**src/rtl/dynamics.sv**
```systemverilog
// Decay envelope: scales the raw oscillator sample by a gain falling from 8/8 to 0/8,
// with each gain stage lasting twice as long as the one before it.
module dynamics #(
  parameter int SAMPLE_W = 16
) (
  input  logic                       clk,
  input  logic                       reset,
  input  logic [5:0]                 note_duration,
  input  logic signed [SAMPLE_W-1:0] sample_start,
  input  logic                       done_with_note,
  input  logic                       new_sample_ready,
  input  logic                       beat,
  output logic signed [SAMPLE_W-1:0] final_sample
);

  localparam int PROD_W = SAMPLE_W + 5;

  logic [3:0]  level_reg, level_next;
  logic [2:0]  stage_reg, stage_next;
  logic [13:0] count_reg, count_next;
  logic        beat_d_reg;
  logic signed [SAMPLE_W-1:0] final_sample_reg, final_sample_next;

  logic [5:0]  dur;
  logic [13:0] stage_len;
  logic [14:0] count_inc;
  logic        tick;
  logic signed [PROD_W-1:0] product;

  // A zero duration would make every tick end a stage, so it is clamped to one beat.
  assign dur       = (note_duration == 6'd0) ? 6'd1 : note_duration;
  assign stage_len = {8'd0, dur} << stage_reg;
  assign count_inc = {1'b0, count_reg} + 15'd1;
  assign tick      = beat & ~beat_d_reg;

  always_comb begin
    level_next = level_reg;
    stage_next = stage_reg;
    count_next = count_reg;
    if (new_sample_ready) begin
      level_next = 4'd8;
      stage_next = 3'd0;
      count_next = 14'd0;
    end else if (done_with_note) begin
      level_next = 4'd0;
    end else if (tick && (level_reg != 4'd0)) begin
      if (count_inc >= {1'b0, stage_len}) begin
        level_next = level_reg - 4'd1;
        stage_next = (stage_reg == 3'd7) ? 3'd7 : stage_reg + 3'd1;
        count_next = 14'd0;
      end else begin
        count_next = count_inc[13:0];
      end
    end
  end

  // Level is zero-extended so the product stays signed and never overflows PROD_W.
  always_comb begin
    product = $signed({{5{sample_start[SAMPLE_W-1]}}, sample_start}) *
              $signed({{(SAMPLE_W+1){1'b0}}, level_reg});
    final_sample_next = SAMPLE_W'(product >>> 3);
  end

  always_ff @(posedge clk or negedge reset) begin
    if (!reset) begin
      level_reg        <= 4'd8;
      stage_reg        <= 3'd0;
      count_reg        <= 14'd0;
      beat_d_reg       <= 1'b0;
      final_sample_reg <= '0;
    end else begin
      level_reg        <= level_next;
      stage_reg        <= stage_next;
      count_reg        <= count_next;
      beat_d_reg       <= beat;
      final_sample_reg <= final_sample_next;
    end
  end

  assign final_sample = final_sample_reg;

endmodule

```
**config.mk**
```make
export PLATFORM = sky130hd
export DESIGN_NAME = dynamics
export DESIGN_NICKNAME = d
export VERILOG_FILES = /design/src/rtl/dynamics.sv
export SDC_FILE = /design/constraint.sdc
export NUM_CORES = 1
export LEC_CHECK = 0
export BUFFER_PORTS_ARGS = -buffer_cell sky130_fd_sc_hd__buf_2
export CAP_MARGIN = 20
export CELL_PAD_IN_SITES_DETAIL_PLACEMENT = 1
export CELL_PAD_IN_SITES_GLOBAL_PLACEMENT = 2
export CORE_MARGIN = 1
export CORE_UTILIZATION = 34
export CTS_BUF_LIST = sky130_fd_sc_hd__clkbuf_16
export DETAILED_ROUTE_END_ITERATION = 8
export PLACE_DENSITY = 0.85
export SLEW_MARGIN = 10
export SYNTH_ARGS = -nofsm -noshare
export SYNTH_HDL_FRONTEND = slang
export SYNTH_SLANG_ARGS = --single-unit
```
**constraint.sdc**
```tcl
create_clock -name clk -period 3.8 [get_ports clk]
set_input_delay 0.38 -clock clk [delete_from_list [all_inputs] [get_ports clk]]
set_output_delay 0.38 -clock clk [all_outputs]
set_load 0.01 [all_outputs]
```
### Word-level counts from Yosys, hierarchy flattened

Cells that the tools add are included.

| cells by class | value |
|---|---|
| $add $sub $neg | 3 |
| $mul | 1 |
| magnitude comparators | 1 |
| equality and inequality tests | 2 |
| shift operators | 1 |
| mux-type cells | 14 |
| bitwise gates (word level) | 2 |
| reductions and logical operators | 10 |

Operator list:

| operator | count |
|---|---|
| $mux 14 | 4 |
| $mul 16x5->19 | 1 |
| $mux 4 | 4 |
| $add 14x1->15 const B | 1 |
| $ge 15x14->1 | 1 |
| $mux 3 | 5 |
| $shl 6x3->14 | 1 |
| $logic_not 6->1 | 1 |
| $mux 6 | 1 |
| $reduce_bool 3->1 | 2 |
| $reduce_and 2->1 | 2 |
| $reduce_bool 2->1 | 2 |
| $reduce_bool 4->1 | 1 |
| $sub 4x1->4 const B | 1 |
| $add 3x1->3 const B | 1 |
| $eq 3x3->1 const B | 1 |
| $reduce_and 3->1 | 1 |
| $ne 2x1->1 const B | 1 |
| $and 1x1->1 | 1 |
| $logic_and 1x1->1 | 1 |
| $not 1->1 | 1 |

| word-level totals | value |
|---|---|
| register bits after elaboration | 38 |
| input port bits | 27 |
| output and inout bits | 16 |

### Longest topological paths before layout

| depth | value |
|---|---|
| depth in word-level cells | 8 |
| depth in mapped cells | 15 |

### Least setup slack after synthesis

Ideal clock, no wire load.

| path | value |
|---|---|
| kind | register to register |
| from | register level_reg[3] |
| to | register final_sample_reg[15] (netlist: final_sample[15]) |
| setup time | 127 ps |
| data arrival time | 3,810 ps |
| required time | 3,673 ps |
| slack | -137 ps |
| cell stages (with the launch flop) | 16 |
| buffers on the path | 2 |
| cells stage by stage | dfstp_2 buf_2 clkbuf_1 and2_1 ha_1 fa_1 inv_1 fa_1 inv_1 ha_1 o21a_1 o31a_1 o311ai_0 a21bo_2 a41oi_1 xnor2_1 |

| between the ends | value |
|---|---|
| cells in the longest elaborated chain, start to end | 1 |

RTL lines:

| item | line | text |
|---|---|---|
| from (decl) | 18 | `logic [3:0] level_reg, level_next;` |
| from (signal assigned) | 72 | `level_reg <= level_next;` |
| $mul 16x5->19 | 59 | `product = $signed({{5{sample_start[SAMPLE_W-1]}}, sample_start}) *` |
| net product[18] | 28 | `logic signed [PROD_W-1:0] product;` |
| to (signal assigned) | 76 | `final_sample_reg <= final_sample_next;` |
| to (decl) | 22 | `logic signed [SAMPLE_W-1:0] final_sample_reg, final_sample_next;` |

The timed path passes the listed nets, and every way through them passes these cells.
A chain may end at the register's enable or synchronous reset.

### Final worst setup path

Ends and elaborated chain as after synthesis.

==> impl_metrics.tcl <==
set metrics [dict create \
    outcome "complete, no violations" \
    synth_nets 618 \
    fin_worst_skew_ps 6.34 \
    cts_buffers 5 \
    setup_viol 0 \
    synth_ff_type "dfrtp_1" \
    synthCells 511 \
    top_usage_layer "met2" \
    cts.sinks 38 \
    cp_cell_sequence "and2_4 -> ha_1 -> inv_2 -> fa_1 -> fa_1 -> inv_2 -> ha_4 -> nor2b_1 -> o31a_1 -> o311ai_2 -> a21bo_2 -> a41oi_2 -> xnor2_1" \
    rows 41 \
    cts_tree "done" \
    grt_util_met1_pct 20.9 \
    io_buffers 42 \
    drt_iter0_drc 127 \
    slew_violations 0 \
    drive_above_1_share_pct 19.1 \
    grt_max_degree 39 \
    ir_drop_mv 0.150 \
    fin_nets 670 \
    largest_reg_flops 16 \
    synth_edf_count 0 \
    intPower_uw 888 \
    syn2layout_area_growth_pct 17.6 \
    num_antenna_cells 0 \
    critPathTopFamily "adder cells" \
    critPathBufInv 2 \
    critPathSlowestCell "dfstp_2" \
    ios 43 \
    cts.path.max_buffers 2 \
    yosysUniqueCellTypes 59 \
    grt_overflow 0 \
    hold_class "input port to flip-flop" \
    hold_violations 0 \
    final_common_cell "inv_1" \
    hold_slack_ps 211 \
    worst-setup-path-type "flip-flop to flip-flop" \
    gp_congestion 0.857 \
    grt_pass1_vias 3784 \
    synth.avg_cell_area_sq_um 8.68 \
    tns_ps 0 \
    seq_power_share_pct 35.4 \
    dp_slack_ps -55.9 \
    grtUsageTotal_pct 16.8 \
    setup_slack_ps 115 \
    vias 3644 \
    tightestPinTransition_ps 991 \
    maxCapViolCount 0 \
    powerDensity_mw_per_mm2 260 \
    synth_seq_cells 38 \
    max_stage_delay_ps 580 \
    grt_pass1_wl_um 17800 \
    antenna_found_initial 0 \
    pwr-share-comb_pct 33.9 \
    antenna_left 0 \
    insertion_delay_ps 290 \
    die_h_um 116 \
    power_frac_clock_pct 30.7 \
    htree_levels 2 \
    swShare_pct 34.7 \
    clk_pin_slew_ps 60 \
    post_drt_wl_per_cell_um 14.7 \
    switchingPower_uw 472 \
    use_met2_pct 30.5 \
    p_leak_nw 2.59 \
    start_util_pct 35.0 \
    synthesis.area_sq_mm 0.00444 \
    hpwl_um 8840 \
    die_w_um 116 \
    cp-end-kind "flip-flop" \
    crit_path_max_fanout 6 \
    coreArea_sq_mm 0.0127 \
    ys_async_sr_fraction_pct 100 \
    min_period_ps 3680 \
    slew_headroom_pct 33.7 \
    dieArea_sq_mm 0.0135 \
    crit_path_start_kind "flip-flop" \
    wl_um 10800 \
    arrival_ps 3850 \
    drt-vias-per-instance 4.95 \
    yosysSeqAreaShare_pct 21.5 \
    post-route-period-util_pct 97.0 \
    final_cell_mix "65 x inv_1, 51 x nand2_1, 47 x ha_1, 45 x and2_1, 42 x buf_2" \
    root_buffer "clkbuf_16" \
    met3_usage_pct 2.39 \
    ys_warn_count 0 \
    dr.pass1.iters 4 \
    worstPathRequired_ps 3970 \
    max_freq_mhz 271 \
    drcViolationCount 0 \
]
layout make-up:
type	count	area, sq um
Multi-Input combinational cell	388	3280
Clock buffer	5	125
Clock inverter	3	17.5
Fill cell	1511	7450
Timing Repair Buffer	64	383
Tap cell	172	215
Inverter	66	248
Sequential cell	38	953
repair_timing:
| item | 4_1_cts | 5_1_grt |
|---|---|---|
| hold buffers | 0 | 0 |
| pin swaps | 0 | 10 |
| setup endpoints to repair | 8 | 8 |
| buffers inserted | 1 | 4 |
| gates resized for setup | 5 | 22 |
power by group through the flow:
stage	Combinational, mW	Clock, mW	Sequential [mW]
after floorplan	0.289	0	0.487
after detailed placement	0.447	0	0.490
after global routing	0.526	0.448	0.488
after CTS	0.453	0.428	0.483
final	0.461	0.417	0.482
after global placement	0.428	0	0.488
worst paths after layout:
kind                          startpoint          endpoint  slack, ps  cells after the start
max in group asynchronous          reset      level_reg[2]       2960                      1
hold / removal                      beat        beat_d_reg        210                      1
hold reg to reg            count_reg[13]     count_reg[13]        520                      1
min in group asynchronous          reset      count_reg[0]        220                      1
setup / recovery            level_reg[3]  final_sample[15]        120                     13
setup reg to reg            level_reg[3]  final_sample[15]        120                     13
stage by stage:
step,instance area [sq um],std cells,power [mW],utilization (%)
after floorplan,4450,511,0.776,-
after global placement,4910,723,0.916,38.7
after detailed placement,4910,723,0.938,38.7
after CTS,5080,732,1.36,40.1
after global routing,5220,736,1.46,41.2
final,5220,736,1.36,41.2
synth_stat cells, drive strengths merged (4+ instances only):
| cell type | n | share of area, % |
|---|---|---|
| buf | 8 | 1.0 |
| nand2b | 5 | 0.70 |
| mux2 | 4 | 1.0 |
| xnor2 | 18 | 3.6 |
| ha | 50 | 14 |
| a22o | 5 | 0.99 |
| dfrtp | 37 | 21 |
| nand3 | 12 | 1.7 |
| or2 | 4 | 0.56 |
| or3 | 4 | 0.68 |
| a21oi | 25 | 2.8 |
| nand4 | 4 | 0.90 |
| nor3 | 4 | 0.45 |
| nor2 | 27 | 2.3 |
| a31oi | 6 | 0.85 |
| nand2 | 51 | 4.3 |
| xor2 | 11 | 2.2 |
| clkbuf | 11 | 0.96 |
| a211oi | 5 | 0.85 |
| fa | 30 | 14 |
| o21ai | 21 | 2.4 |
| nor2b | 7 | 0.99 |
| and2 | 47 | 6.6 |
| a21o | 5 | 0.85 |
| inv | 66 | 5.6 |
| mux2i | 8 | 1.8 |
worst reg2reg max path, delay by kind of cell, from the launching register on:
family / cells / cell delay, ps
AND/OR/NAND/NOR: 2 / 290
AO/OA/AOI/OAI: 4 / 990
flip-flops: 1 / 580
buffers and inverters: 2 / 120
adder cells (fa/ha/maj): 4 / 1450
XOR/XNOR: 1 / 140
logic make-up (layout without fill, tap and decap cells):
logic type,count (synthesis),after routing,share of synthesized area [%]
mux,12,12,2.82
buf+inv,85,138,7.58
flops,38,38,21.5
simple gates,175,175,21.3
fa+ha+maj,80,80,27.6
xor+xnor,29,29,5.72
compound gates,92,92,13.5
metal layers:
metal  wire, um  vias up
met1       5000     1803
met2       5440       32
li1           -     1799
met3        238       10
met5          0        -
met4        104        0
Note: power is estimated with default switching activity, not from simulation.
